--- config.mk ---
export PLATFORM = sky130hd
export DESIGN_NAME = peripheral_msi_master_port_ahb3
export DESIGN_NICKNAME = d
export VERILOG_FILES = /design/src/rtl/peripheral_msi_master_port_ahb3.sv
export SDC_FILE = /design/constraint.sdc
export NUM_CORES = 1
export LEC_CHECK = 0
export BUFFER_PORTS_ARGS = -buffer_cell sky130_fd_sc_hd__buf_2
export CORE_AREA = 2 2 523 525
export CTS_BUF_LIST = sky130_fd_sc_hd__clkbuf_8
export DETAILED_ROUTE_END_ITERATION = 10
export DIE_AREA = 0 0 525 527
export PLACE_DENSITY = 0.3
export SETUP_SLACK_MARGIN = 0.05
export SLEW_MARGIN = 5
export SYNTH_ARGS = -nofsm -noshare
export SYNTH_HDL_FRONTEND = slang
export SYNTH_SLANG_ARGS = --single-unit
--- constraint.sdc ---
create_clock -name HCLK -period 2.45 [get_ports HCLK]
set_input_delay 0.1225 -clock HCLK [delete_from_list [all_inputs] [get_ports HCLK]]
set_output_delay 0.1225 -clock HCLK [all_outputs]
set_load 0.005 [all_outputs]
--- src/rtl/peripheral_msi_master_port_ahb3.sv ---
// AHB3-Lite master port: routes each master transfer to one of SLAVES slave ports; 0 added cycles when granted.
// Backpressure: a held transfer is replayed until its slave port grants; unmapped addresses get a 2-cycle ERROR.
module peripheral_msi_master_port_ahb3 #(
   parameter int PLEN   = 64,
   parameter int XLEN   = 64,
   parameter int SLAVES = 5
) (
   input  logic              HRESETn,
   input  logic              HCLK,

   input  logic              mstHSEL,
   input  logic [PLEN-1:0]   mstHADDR,
   input  logic [XLEN-1:0]   mstHWDATA,
   output logic [XLEN-1:0]   mstHRDATA,
   input  logic              mstHWRITE,
   input  logic [2:0]        mstHSIZE,
   input  logic [2:0]        mstHBURST,
   input  logic [3:0]        mstHPROT,
   input  logic [1:0]        mstHTRANS,
   input  logic              mstHMASTLOCK,
   output logic              mstHREADYOUT,
   input  logic              mstHREADY,
   output logic              mstHRESP,

   input  logic [PLEN-1:0]   slvHADDRbase [SLAVES],
   input  logic [PLEN-1:0]   slvHADDRmask [SLAVES],
   output logic [SLAVES-1:0] slvHSEL,
   output logic [PLEN-1:0]   slvHADDR,
   output logic [XLEN-1:0]   slvHWDATA,
   input  logic [XLEN-1:0]   slvHRDATA [SLAVES],
   output logic              slvHWRITE,
   output logic [2:0]        slvHSIZE,
   output logic [2:0]        slvHBURST,
   output logic [3:0]        slvHPROT,
   output logic [1:0]        slvHTRANS,
   output logic              slvHMASTLOCK,
   output logic              slvHREADY,
   input  logic [SLAVES-1:0] slvHREADYOUT,
   input  logic [SLAVES-1:0] slvHRESP,

   input  logic [SLAVES-1:0] granted,
   output logic [SLAVES-1:0] can_switch
);

   localparam int SW = (SLAVES > 1) ? $clog2(SLAVES) : 1;

   localparam logic [1:0] IDLE   = 2'b00;
   localparam logic [1:0] BUSY   = 2'b01;
   localparam logic [1:0] NONSEQ = 2'b10;
   localparam logic [1:0] SEQ    = 2'b11;

   typedef enum logic [2:0] {NO_ACCESS, PENDING, DATA, ERR1, ERR2} state_t;

   state_t          state_q, state_d;
   logic [SW-1:0]   sel_q, sel_d;
   logic            capture;
   logic            accept_en;
   logic            xfer;
   logic            pend;

   logic [PLEN-1:0] h_addr_q;
   logic            h_write_q;
   logic            h_lock_q;
   logic [2:0]      h_size_q;
   logic [2:0]      h_burst_q;
   logic [3:0]      h_prot_q;
   logic [1:0]      h_trans_q;

   logic [SLAVES-1:0] match;
   logic              tgt_vld;
   logic [SW-1:0]     tgt_idx;

   // Descending scan so the lowest matching slave index wins.
   always_comb begin
      match   = '0;
      tgt_vld = 1'b0;
      tgt_idx = '0;
      for (int s = SLAVES - 1; s >= 0; s--) begin
         match[s] = mstHSEL & (((mstHADDR ^ slvHADDRbase[s]) & slvHADDRmask[s]) == '0);
         if (match[s]) begin
            tgt_vld = 1'b1;
            tgt_idx = SW'(s);
         end
      end
   end

   assign xfer = mstHSEL & mstHTRANS[1];
   assign pend = (state_q == PENDING);

   always_comb begin
      state_d   = state_q;
      sel_d     = sel_q;
      capture   = 1'b0;
      accept_en = 1'b0;
      unique case (state_q)
         NO_ACCESS, ERR2: accept_en = mstHREADY;
         DATA:            accept_en = mstHREADY & slvHREADYOUT[sel_q];
         PENDING:         if (granted[sel_q] & slvHREADYOUT[sel_q]) state_d = DATA;
         ERR1:            state_d = ERR2;
         default:         state_d = NO_ACCESS;
      endcase
      if (accept_en) begin
         if (!xfer) begin
            state_d = NO_ACCESS;
         end else if (!tgt_vld) begin
            state_d = ERR1;
         end else begin
            sel_d = tgt_idx;
            if (granted[tgt_idx]) begin
               state_d = DATA;
            end else begin
               state_d = PENDING;
               capture = 1'b1;
            end
         end
      end
   end

   always_ff @(posedge HCLK or negedge HRESETn) begin
      if (!HRESETn) begin
         state_q   <= NO_ACCESS;
         sel_q     <= '0;
         h_addr_q  <= '0;
         h_write_q <= 1'b0;
         h_lock_q  <= 1'b0;
         h_size_q  <= '0;
         h_burst_q <= '0;
         h_prot_q  <= '0;
         h_trans_q <= IDLE;
      end else begin
         state_q <= state_d;
         sel_q   <= sel_d;
         if (capture) begin
            h_addr_q  <= mstHADDR;
            h_write_q <= mstHWRITE;
            h_lock_q  <= mstHMASTLOCK;
            h_size_q  <= mstHSIZE;
            h_burst_q <= mstHBURST;
            h_prot_q  <= mstHPROT;
            h_trans_q <= mstHTRANS;
         end
      end
   end

   // A held SEQ is replayed as NONSEQ: the slave port sees it as the start of a new access.
   always_comb begin
      slvHSEL = '0;
      if (pend) begin
         slvHADDR       = h_addr_q;
         slvHWRITE      = h_write_q;
         slvHSIZE       = h_size_q;
         slvHBURST      = h_burst_q;
         slvHPROT       = h_prot_q;
         slvHMASTLOCK   = h_lock_q;
         slvHTRANS      = (h_trans_q == SEQ) ? NONSEQ : h_trans_q;
         slvHSEL[sel_q] = 1'b1;
      end else begin
         slvHADDR     = mstHADDR;
         slvHWRITE    = mstHWRITE;
         slvHSIZE     = mstHSIZE;
         slvHBURST    = mstHBURST;
         slvHPROT     = mstHPROT;
         slvHMASTLOCK = mstHMASTLOCK;
         slvHTRANS    = mstHSEL ? mstHTRANS : IDLE;
         if (xfer & tgt_vld) slvHSEL[tgt_idx] = 1'b1;
      end
      if (!HRESETn) begin
         slvHSEL   = '0;
         slvHTRANS = IDLE;
      end
   end

   assign slvHWDATA = mstHWDATA;
   assign slvHREADY = mstHREADYOUT;

   always_comb begin
      can_switch = '1;
      if (HRESETn) begin
         if (pend) begin
            if (h_lock_q) can_switch[sel_q] = 1'b0;
         end else if (tgt_vld & (mstHMASTLOCK | (mstHTRANS == BUSY) | (mstHTRANS == SEQ))) begin
            can_switch[tgt_idx] = 1'b0;
         end
      end
   end

   always_comb begin
      mstHREADYOUT = 1'b1;
      mstHRESP     = 1'b0;
      mstHRDATA    = '0;
      unique case (state_q)
         PENDING: mstHREADYOUT = 1'b0;
         DATA: begin
            mstHREADYOUT = slvHREADYOUT[sel_q];
            mstHRESP     = slvHRESP[sel_q];
            mstHRDATA    = slvHRDATA[sel_q];
         end
         ERR1: begin
            mstHREADYOUT = 1'b0;
            mstHRESP     = 1'b1;
         end
         ERR2:    mstHRESP = 1'b1;
         default: mstHREADYOUT = 1'b1;
      endcase
   end

endmodule

# After elaboration in Yosys (flattened, before gate mapping)
# Index checks and enable logic that the tools add are counted.
[word_totals]
regBits = 84
input_bits = 1121
output_inout_bits = 219
elab_cells = 118
[op_classes]
order_cmp = 5
eq_ne = 9
n_mux = 56
bitwise_logic = 25
reduce_logical = 14
[op_table]
columns = ["cell", "count"]
rows = [
  ["$and A64 B64 Y64", 5],
  ["$logic_not A64 Y1", 5],
  ["$xor A64 B64 Y64", 5],
  ["$mux W64", 4],
  ["$bmux W64 S3", 1],
  ["$mux W5", 7],
  ["$mux W3", 9],
  ["$mux W1", 17],
  ["$mux W2", 7],
  ["$bmux W1 S3", 4],
  ["$and A1 B1 Y1", 10],
  ["$not A5 Y5", 2],
  ["$pmux W3 S3", 1],
  ["$lt A3 B4 Y1 const B", 2],
  ["$demux W1 S3", 2],
  ["$eq A3 B2 Y1 const B", 2],
  ["$ge A3 B1 Y1 const B", 2],
  ["$pmux W1 S2", 3],
  ["$reduce_or A2 Y1", 3],
  ["$eq A2 B2 Y1 const B", 2],
  ["$ge A4 B4 Y1 const B", 1],
  ["$mux W4", 1],
  ["$not A3 Y4", 1],
  ["$eq A3 B1 Y1 const B", 1],
  ["10 further kinds", 12],
]

# Depth between registers and ports, before layout
# Gate-level depths: netlist (run 1).
[depth]
depth_word = 17
mapped_depth = 12
mapped_depth_nobuf = 9

# Worst setup path after synthesis (run 1)
# No wires, ideal clock.
[synth_path]
path_kind = "input to register"
from = "input mstHADDR[31]"
to = "register h_addr_q[22]"
setup_ns = 0.125
arrival_ns = 2.531
t_required_ns = 2.325
path_slack_ns = -0.206
cell_stages = 12
path_buffers = 3
path_cell_list = "clkbuf_1 xor2_1 a22oi_1 nand4_1 nor4_2 nand3_1 a311o_1 a311oi_2 o21ai_2 buf_6 buf_6 mux2_4"
[synth_between]
elab_chain_cells = 15
elab_cells_between_ends = 36
classes_between = "mux: 16; bitwise: 15; reduce/logical: 5"
[synth_lines]
columns = ["element", "line", "rtl"]
rows = [
  ["start: declaration", "12", "input logic [PLEN-1:0] mstHADDR,"],
  ["$xor A64 B64 Y64", "79", "match[s] = mstHSEL & (((mstHADDR ^ slvHADDRbase[s]) & slvHADDRmask[s]) == '0);"],
  ["$and A64 B64 Y64", "79", ""],
  ["$logic_not A64 Y1", "79", ""],
  ["$and A1 B1 Y1", "79", ""],
  ["$mux W3 (5 in series)", "80", "if (match[s]) begin"],
  ["$bmux W1 S3", "109", "if (granted[tgt_idx]) begin"],
  ["$mux W1 (implied by the code)", "109", ""],
  ["$mux W1", "109", ""],
  ["$mux W1 (*)", "105", "end else if (!tgt_vld) begin"],
  ["$mux W1 (*)", "103", "if (!xfer) begin"],
  ["$mux W1 (*)", "102", "if (accept_en) begin"],
  ["end signal: assignment", "134", "h_addr_q <= mstHADDR;"],
  ["end: declaration", "61", "logic [PLEN-1:0] h_addr_q;"],
]
# Mark *: on every way between the ends. The rest lies on a longest branch, timed or not. The select of a mux whose other input is x is not followed.
# A chain may end at the register's enable or synchronous reset.

# Final worst setup path (run 1)
[layout_path]
from = "input mstHADDR[49]"
to = "output slvHSEL[2]"
[layout_between]
elab_chain_cells = 16
elab_cells_between_ends = 39
classes_between = "order compare: 2; mux: 15; bitwise: 16; reduce/logical: 6"
[layout_lines]
columns = ["element", "line", "rtl"]
rows = [
  ["$xor A64 B64 Y64", "79", ""],
  ["$and A64 B64 Y64", "79", ""],
  ["$logic_not A64 Y1", "79", ""],
  ["$and A1 B1 Y1", "79", ""],
  ["$mux W3 (5 in series)", "80", ""],
  ["$lt A3 B4 Y1 (implied by the code) or $ge A3 B1 Y1 (tied branches)", "165", "if (xfer & tgt_vld) slvHSEL[tgt_idx] = 1'b1;"],
  ["$logic_and A1 B1 Y1 (implied by the code)", "165", ""],
  ["$mux W1 (implied by the code)", "165", ""],
  ["$demux W1 S3", "165", ""],
  ["$mux W5 (*)", "165", ""],
  ["$mux W5 (*)", "148", "if (pend) begin"],
  ["$mux W5 (*)", "167", "if (!HRESETn) begin"],
  ["end: declaration", "27", "output logic [SLAVES-1:0] slvHSEL,"],
]
# Mark *: on every way between the ends. The rest lies on a longest branch, timed or not.

==> run_results.csv, run 1 <==
group,metric,value,unit
floorplan,die_w,525,um
placement,place_congestion,0.988,
yosys,synth_top_cells_by_count,"xor2_1 (320), nand2_1 (244), a22oi_1 (196)",
finish,final_nets,4258,
floorplan,chipHeight,527,um
detailed_routing,firstDrtPassIters,5,
power,power.total,11.6,mW
yosys,syn_inst,1650,
detailed_routing,vias_per_cell,3.17,
sta,setup_viol,235,
critical_path,worstPathArrival,3.41,ns
sta,min_period,3.53,ns
detailed_routing,wl_per_cell,38.5,um
clock_network,htree_levels,3,
outcome,failed_checks,"setup timing",
run,maxCapViolCount,0,
power,ir_worst_vdd,414,uV
critical_path,startpoint_type,"primary input",
yosys,syn-num-nets,2771,
placement,io_buffers,1211,
yosys,synth_most_common_cell,"xor2_1",
power,p_per_area,364,mW/mm^2
sta,fin_worst_skew,0.0391,ns
detailed_routing,ant_nets,0,
sta,grt_setup_unrepaired,"yes",
sta,slew_viol_final,0,
detailed_routing,drc,0,
sta,hold_viol,0,
global_route,grtUsageTotal,0.178,
detailed_routing,drt_wl_total,263,mm
yosys,async_reset_ff_frac,1.00,
clock_network,clk_root_buffer_cell,"clkbuf_8",
sta,relSlewSlack,0.438,
finish,design_area,0.0319,mm^2
clock_network,numCtsBuffers,9,
yosys,synth_area_leaders,"xor2_1 (22%), dfrtp_1 (17%), a22oi_1 (12%)",
power,cellLeakagePower,14.1,nW
critical_path,path_class,"in -> out",
floorplan,rows,192,
clock_network,clock-sinks,84,
critical_path,crit_fanout,3,
floorplan,coreArea,0.272,mm^2
yosys,ys_seq_area_frac,0.166,
yosys,synth-seq-cells,84,
detailed_routing,num_vias,21600,
critical_path,required,2.33,ns
sta,tightest_slew,0.841,ns
sta,fmax,283,MHz
sta,period_share,1.44,
placement,dpl_cell_area,0.0254,mm^2
placement,dp_hpwl,226,mm
clock_network,clkTransAtPathRegs,0.11,ns
finish,area_delta_synth_final,151,%
sta,setup_ws,-1.08,ns
critical_path,endpoint_kind,"primary output",
floorplan,die_area,0.277,mm^2
floorplan,initial_utilization,0.0466,
yosys,yosys.area.top_type,"xor2_1",
yosys,ys_warn_count,0,
outcome,status,"finished, violations left",
yosys,synth_top_area_share,0.221,
finish,nFillCells,31700,
detailed_routing,drtIter0Drc,1459,
yosys,syn-cell-area,0.0127,mm^2
clock_network,cts_buffer_depth,2,
finish,layout-drive-gt1-share,0.678,
global_route,grt-ovfl-total,0,
yosys,syn_area_per_cell,7.68,um^2
global_route,grt_pass1_wl,302,mm
global_route,antenna_found_initial,333,
floorplan,io_pins,1340,
clock_network,clkLatencyLatePin,0.55,ns
yosys,synth_edf_count,0,
global_route,grt_pass1_vias,21500,
yosys,synth_flop_cell,"dfrtp_1",
hold_path,hp-class,"in -> reg",
clock_network,cts_tree,"built",
global_route,grt_max_degree,65,
yosys,synth_cell_types,50,
==> routing by layer <==
layer / track usage / share of wire / up-vias
met1: 0.164 / 0.31 / 10300
met5: 0.0113 / 0.0051 / -
met2: 0.335 / 0.52 / 1588
met3: 0.0757 / 0.10 / 724
li1: - / - / 8868
met4: 0.0839 / 0.065 / 144
==> flip-flops by register name, summed over array words and instances, names as in the netlist <==
name       count
h_burst_q      3
h_addr_q      64
h_trans_q      2
h_lock_q       1
h_write_q      1
state_q        3
sel_q          3
h_prot_q       4
h_size_q       3
==> layout make-up <==
class	instances	area (um^2)	share of cell area
timing repair inverter	1	16.3	0.000511
clock buffer	11	151	0.00475
clock inverter	5	57.6	0.00181
inverter	4	43.8	0.00137
multi-input combinational	1343	11800	0.370
timing repair buffer	1694	12900	0.406
tap	3589	4490	0.141
antenna	97	243	0.00762
sequential	84	2120	0.0664
==> critical path, cell delays in order <==
cell      delay, ns
buf_8          0.10
buf_12         0.14
buf_8          0.14
xor2_2         0.14
a22oi_2        0.26
nand4_1        0.33
nor4_4         0.61
buf_12         0.20
nand3_4        0.10
buf_6          0.14
or4b_4         0.55
a21boi_4       0.27
buf_6          0.14
buf_12         0.10
==> kinds of logic after synthesis <==
group / synth area share
multiplexers: 0.131
AO/OA/AOI/OAI: 0.210
AND/OR/NAND/NOR: 0.179
XOR/XNOR: 0.221
buffers and inverters: 0.0930
flip-flops: 0.166
==> layout by cell type (no fill, tap or decap), types with 10 or more instances in the layout <==
master         netlist  final
a21oi_1             68     29
mux2i_4              0     12
and2_1              65     51
a22o_1              11     11
xor2_2               0     10
nand2_4              0     76
dlygate4sd3_1        0     25
mux2_2              61     17
buf_12               0    117
a21oi_2              0     39
mux2_4              19     63
buf_2               60   1108
buf_6                3    123
nor2_1              77     62
buf_8                0     18
xor2_1             320    302
clkbuf_16            0     10
o22ai_1             65     43
a22oi_2              0     56
mux2i_1             67     51
nand4_1             37     37
dfrtp_1             84     79
o22ai_2              0     19
buf_4               65    258
a22oi_1            196    140
clkbuf_8             0     11
nand2_2              0     44
and2_4               0     14
nand2_1            244    122
diode_2              0     97
buf_16               0     31
==> what timing repair did <==
item,CTS,global route
cloned,34,13
gates resized for setup,483,448
pin swaps,139,200
endpoints found under the setup margin,213,226
hold buffers,25,0
buffers inserted,77,61
endpoints found under the hold margin,100,0
==> report_power, final <==
group	total, mW	internal (mW)	switching [mW]
logic	8.80	3.89	4.92
clock network	1.38	0.528	0.847
registers	1.43	1.40	0.0281
==> path summary, 6_finish.rpt <==
kind | start | cells past startpoint | end | slack [ns]
max in group asynchronous | HRESETn | 3 | h_addr_q[3]$_DFFE_PN0P_ | 1.57
min in group asynchronous | HRESETn | 2 | h_prot_q[3]$_DFFE_PN0P_ | 0.11
hold reg to reg | h_addr_q[55]$_DFFE_PN0P_ | 1 | h_addr_q[55]$_DFFE_PN0P_ | 0.52
setup / recovery | mstHADDR[49] | 14 | slvHSEL[2] | -1.08
setup reg to reg | sel_q[1]$_DFFE_PN0P_ | 15 | h_addr_q[63]$_DFFE_PN0P_ | -0.47
hold / removal | mstHADDR[48] | 2 | h_addr_q[48]$_DFFE_PN0P_ | 0.04
==> metrics by stage <==
step | hold slack [ns] | utilization | setup WS [ns] | setup TNS, ns | std cells
2_1_floorplan | -0.173 | - | -0.0225 | -0.405 | 1650
3_3_place_gp | 0.142 | 0.0934 | -2.58 | -172.73 | 6539
3_5_place_dp | 0.135 | 0.0935 | -2.51 | -166.98 | 6540
4_1_cts | 0.00194 | 0.109 | -1.14 | -109.17 | 6686
5_1_grt | 0.0179 | 0.117 | -1.14 | -112.82 | 6784
6_report | 0.0427 | 0.117 | -1.08 | -100.23 | 6828
(Power assumes the default switching activity.)
==> run 2, diff against run 1 <==
==> constraint.sdc (replaced) <==
create_clock -name HCLK -period 2.45 [get_ports HCLK]
set_input_delay 0.49 -clock HCLK [delete_from_list [all_inputs] [get_ports HCLK]]
set_output_delay 0.49 -clock HCLK [all_outputs]
set_load 0.005 [all_outputs]
==> run_results.csv, run 2 (synthesized netlist as in run 1, its figures left out) <==
group,metric,value,unit
outcome,status,"finished, violations left",
outcome,failed_checks,"setup timing",
finish,seqCellArea,0.00212,mm^2
power,p_comb_frac,0.739,
critical_path,worstRegToRegCells,15,
finish,top_register,"h_addr_q",
finish,area_delta_synth_final,145,%
power,power_frac_seq,0.132,
global_route,grt-ovfl-total,0,
sta,period_share,1.67,
sta,fmax,244,MHz
power,p_sw,5.38,mW
clock_network,htree_levels,3,
detailed_routing,drc,0,
detailed_routing,drtIter0Drc,1605,
floorplan,die_area,0.277,mm^2
finish,final_nets,4256,
floorplan,rows,192,
placement,io_buffers,1211,
global_route,grt_pass1_vias,20600,
sta,setup_viol,238,
detailed_routing,vias_per_cell,3.15,
clock_network,clk_root_buffer_cell,"clkbuf_8",
global_route,grt_max_degree,65,
clock_network,clock-sinks,84,
floorplan,coreArea,0.272,mm^2
hold_path,hp-class,"in -> async",
critical_path,worstPathArrival,3.60,ns
sta,tightest_slew,0.802,ns
power,power.total,10.8,mW
critical_path,crit_chain,"buf_6, buf_12, buf_8, xor2_4, a22oi_2, nand4_1, buf_6, or3_4, o21ai_4, nor3b_4, or4b_4, a21boi_4, buf_12",
sta,grt_setup_unrepaired,"yes",
floorplan,io_pins,1340,
detailed_routing,ant_nets,0,
sta,slew_viol_final,0,
clock_network,numCtsBuffers,9,
detailed_routing,num_vias,21600,
global_route,grtUsageTotal,0.166,
run,maxCapViolCount,0,
critical_path,setup.worst_path.start,"mstHADDR[50]",
critical_path,path_class,"in -> out",
finish,layout-drive-gt1-share,0.671,
floorplan,die_w,525,um
critical_path,required,1.96,ns
finish,final_common_cell,"buf_2",
placement,dp_hpwl,221,mm
finish,largest_reg_flops,64,
power,p_clk_frac,0.129,
critical_path,r2r_slack,-0.71,ns
critical_path,cp_top_family,"simple AND/OR/NAND/NOR gates",
detailed_routing,maxUsedRoutingLayer,"met5",
sta,min_period,4.09,ns
sta,relSlewSlack,0.463,
detailed_routing,wl_met1,80.1,mm
power,intPower,5.41,mW
placement,pre_cts_ws,-3.17,ns
floorplan,chipHeight,527,um
critical_path,critical_path_depth,13,
sta,final.setup.tns,-147.77,ns
critical_path,worst_path_max_delay_cell,"or4b_4",
clock_network,cts_buffer_depth,2,
global_route,antenna_found_initial,327,
critical_path,startpoint_type,"primary input",
placement,dp.cells,6565,
detailed_routing,firstDrtPassIters,5,
finish,fin_cells,6870,
finish,top_regs,"h_addr_q (64), h_prot_q (4)",
sta,setup_ws,-1.64,ns
power,swShare,0.499,
sta,fin_worst_skew,0.0271,ns
global_route,grt_pass1_wl,283,mm
clock_network,cts_tree,"built",
critical_path,crit_fanout,3,
sta,hold_viol,0,
power,p_per_area,348,mW/mm^2
clock_network,clkLatencyLatePin,0.56,ns
detailed_routing,wl_per_cell,35.9,um
critical_path,reg2reg_to,"h_addr_q[58]$_DFFE_PN0P_",
finish,layout.cells.most_common_list,"buf_2 (1136), xor2_1 (291), buf_4 (273)",
power,cellLeakagePower,13.8,nW
critical_path,cp_slowest_stage_delay,0.56,ns
floorplan,initial_utilization,0.0466,
critical_path,endpoint_kind,"primary output",
finish,nFillCells,31700,
power,ir_worst_vdd,341,uV
critical_path,r2r_start,"sel_q[1]$_DFFE_PN0P_",
detailed_routing,route.met2.wl,127,mm
detailed_routing,drt_wl_total,247,mm
clock_network,clkTransAtPathRegs,0.15,ns
finish,multi_input_area,0.0115,mm^2
placement,place_congestion,0.952,
detailed_routing,dr_wl_met3,22.2,mm
critical_path,crit_buf_inv,5,
[run 2: changes by cell type in the layout (fill, tap and decap cells not counted), sizes merged]
cell,before,now
buf,1655,1664
diode,97,141
clkbuf,22,39
dlygate4sd3,25,1
bufbuf,3,0
clkinv,5,4
[run 2: area by class of cell]
class / instances / share of cell area
Timing Repair Buffer: 1693 / 0.396
Clock buffer: 11 / 0.00488
Clock inverter: 5 / 0.00186
Sequential cell: 84 / 0.0683
Inverter: 4 / 0.000606
Multi-Input combinational cell: 1343 / 0.372
Tap cell: 3589 / 0.145
Antenna cell: 141 / 0.0114
[run 2: metrics by stage]
step                      area (um^2)  hold WS, ns    util
after floorplan                 13100        0.194       -
after global placement          25500        0.412  0.0937
after detailed placement        25500        0.419  0.0937
after CTS                       27000       0.0851  0.0995
after global routing            30900        0.122   0.114
final                           31000        0.137   0.114
[run 2: power groups by stage]
stage	combinational, mW	clock, mW	sequential, mW
after detailed placement	6.51	0	1.46
final	7.97	1.39	1.43
after floorplan	1.95	0	1.44
after global placement	6.54	0	1.46
after global routing	8.42	1.52	1.43
after CTS	6.70	1.50	1.43
[run 2: worst max path at each step]
stage | to | slack [ns]
floorplan | slvHSEL[2] | -0.43
global placement | slvHSEL[2] | -3.21
detailed placement | slvHSEL[2] | -3.17
CTS | slvHSEL[2] | -1.78
global route | slvHSEL[2] | -1.71
finish | slvHSEL[2] | -1.64
[run 2: worst reg2reg max path: cells and delay by family, from the launching register on]
| family | cells | cell delay [ns] |
|---|---|---|
| mux | 1 | 0.28 |
| flops | 1 | 0.58 |
| buf+inv | 6 | 0.90 |
| compound gates | 4 | 0.64 |
| simple gates | 4 | 0.65 |
[run 2: layer usage]
layer / GRT usage / vias up
li1: - / 8901
met1: 0.158 / 10200
met2: 0.311 / 1623
met3: 0.0622 / 700
met4: 0.0798 / 154
met5: 0.00710 / -
[run 2: timing repair]
action	CTS	global route
cloned	4	23
hold buffers	1	0
hold endpoints to repair	9	0
gates resized for setup	206	527
buffers inserted	26	121
pin swaps	53	236
setup endpoints to repair	238	238
==> run 3, diff against run 2 <==
--- a/config.mk
+++ b/config.mk
@@ -10,2 +10,3 @@
 export CTS_BUF_LIST = sky130_fd_sc_hd__clkbuf_8
+export CTS_CLUSTER_DIAMETER = 40
 export DETAILED_ROUTE_END_ITERATION = 10
--- a/constraint.sdc
+++ b/constraint.sdc
@@ -3,2 +3,2 @@
 set_output_delay 0.49 -clock HCLK [all_outputs]
-set_load 0.005 [all_outputs]
+set_load 0.1 [all_outputs]
==> run_results.csv, run 3 (synthesized netlist as in run 1, its figures left out) <==
group,metric,value,unit
sta,slew_viol_final,0,
finish,fin_cells,6809,
placement,io_buffers,1211,
finish,largest_reg_flops,64,
critical_path,path_class,"in -> out",
global_route,grt_pass1_vias,20800,
clock_network,htree_levels,3,
critical_path,worst_path_max_delay_cell,"nor4_4",
floorplan,die_area,0.277,mm^2
floorplan,die_w,525,um
floorplan,initial_utilization,0.0466,
power,cellLeakagePower,14.8,nW
critical_path,endpoint_kind,"primary output",
floorplan,rows,192,
power,p_comb_frac,0.826,
detailed_routing,wl_per_cell,35.6,um
clock_network,cts_tree,"built",
sta,setup_ws,-1.63,ns
global_route,grtUsageTotal,0.163,
detailed_routing,num_vias,21100,
outcome,failed_checks,"setup timing",
global_route,grt_max_degree,53,
sta,hold_viol,0,
clock_network,cts_buffer_depth,2,
detailed_routing,vias_per_cell,3.10,
critical_path,worstPathArrival,3.59,ns
placement,dp_hpwl,213,mm
run,maxCapViolCount,0,
sta,grt_setup_unrepaired,"yes",
detailed_routing,firstDrtPassIters,5,
clock_network,clkLatencyLatePin,0.55,ns
floorplan,io_pins,1340,
floorplan,coreArea,0.272,mm^2
critical_path,crit_chain,"buf_2, buf_12, xor2_1, buf_4, a22oi_1, nand4_1, nor4_4, buf_4, nand3_4, nand2_4, nor3b_4, or4b_4, a21boi_4, buf_12",
sta,min_period,4.08,ns
clock_network,clk_root_buffer_cell,"clkbuf_8",
global_route,grt-ovfl-total,0,
finish,area_delta_synth_final,163,%
sta,setup_viol,238,
finish,final_nets,4265,
finish,top_regs,"h_addr_q (64), h_prot_q (4)",
power,intPower,6.81,mW
clock_network,numCtsBuffers,9,
hold_path,hp-class,"in -> async",
sta,fmax,245,MHz
finish,top_register,"h_addr_q",
critical_path,startpoint_type,"primary input",
power,power.total,16.5,mW
power,p_sw,9.72,mW
detailed_routing,drtIter0Drc,1459,
detailed_routing,drc,0,
global_route,grt_pass1_wl,280,mm
detailed_routing,drt_wl_total,242,mm
outcome,status,"finished, violations left",
finish,final_common_cell,"buf_2",
power,power_frac_seq,0.086,
sta,relSlewSlack,0.522,
sta,period_share,1.67,
placement,dp.cells,6598,
power,p_clk_frac,0.088,
clock_network,clkTransAtPathRegs,0.18,ns
critical_path,cp_slowest_stage_delay,0.50,ns
sta,fin_worst_skew,0.0482,ns
detailed_routing,ant_nets,0,
global_route,antenna_found_initial,306,
finish,layout-drive-gt1-share,0.694,
critical_path,crit_fanout,4,
power,ir_worst_vdd,273,uV
power,p_per_area,497,mW/mm^2
floorplan,chipHeight,527,um
sta,tightest_slew,0.718,ns
critical_path,required,1.96,ns
clock_network,clock-sinks,84,
placement,place_congestion,0.985,
finish,layout.cells.most_common_list,"buf_2 (1038), xor2_1 (309), buf_4 (289)",
power,swShare,0.588,
run 3: path summary, 6_finish.rpt:
| path | endpoint | from | slack, ns | cells after the start |
|---|---|---|---|---|
| worst max-delay path | slvHSEL[2] | mstHADDR[57] | -1.63 | 14 |
| worst max register to register | h_addr_q[24]$_DFFE_PN0P_ | sel_q[1]$_DFFE_PN0P_ | -0.84 | 16 |
| worst min-delay path | h_addr_q[57]$_DFFE_PN0P_ | HRESETn | 0.13 | 2 |
| worst min register to register | h_trans_q[1]$_DFFE_PN0P_ | h_trans_q[1]$_DFFE_PN0P_ | 0.51 | 1 |
| max in group asynchronous | sel_q[0]$_DFFE_PN0P_ | HRESETn | 1.42 | 2 |
| min in group HCLK | h_prot_q[0]$_DFFE_PN0P_ | mstHPROT[0] | 0.18 | 2 |
run 3: repair_timing:
item                                    4_1_cts  5_1_grt
resized for setup                           174      308
cloned                                       10       27
pin swaps                                    67      124
setup buffers                                20       93
hold buffers                                  1        0
endpoints found under the hold margin         6        0
endpoints found under the setup margin      238      238
run 3: metrics by stage:
step | worst slack (ns) | setup TNS [ns] | utilization | cell area (um^2) | hold WS [ns]
6_report | -1.63 | -187.85 | 0.122 | 33300 | 0.132
5_1_grt | -1.71 | -217.34 | 0.122 | 33200 | 0.102
4_1_cts | -1.74 | -194.56 | 0.112 | 30600 | 0.0644
3_5_place_dp | -2.14 | -197.24 | 0.107 | 29100 | 0.420
3_3_place_gp | -2.25 | -206.45 | 0.107 | 29100 | 0.421
2_1_floorplan | -0.914 | -34.15 | - | 13800 | 0.194
run 3: routing by layer:
| layer | wire, um | global-route usage |
|---|---|---|
| met3 | 23000 | 0.0664 |
| met1 | 81000 | 0.161 |
| met2 | 126000 | 0.309 |
| met4 | 11200 | 0.0461 |
| met5 | 1200 | 0.0107 |
run 3: power by group through the flow:
stage	Sequential (mW)	Combinational, mW	Clock [mW]
global route	1.43	14.2	1.61
global placement	1.46	13.3	0
detailed placement	1.46	13.3	0
finish	1.43	13.7	1.45
floorplan	1.44	6.98	0
CTS	1.43	13.4	1.60
run 3: layout make-up:
class                   count  area (um^2)
diodes                     71          178
repair buffers           1702        14500
fillers                 31500       238000
clock buffers               9          124
well taps                3589         4490
multi-input cells        1343        11800
clock inverters             7         81.3
flip-flops and latches     84         2110
inverters                   4         18.8
run 3: worst max-delay path, delay by kind of cell:
family	cells	cell delay [ns]
and+or+nand+nor	6	1.54
buffers and inverters	5	0.86
AOI/OAI and AO/OA	2	0.49
xor gates and xnor gates	1	0.18
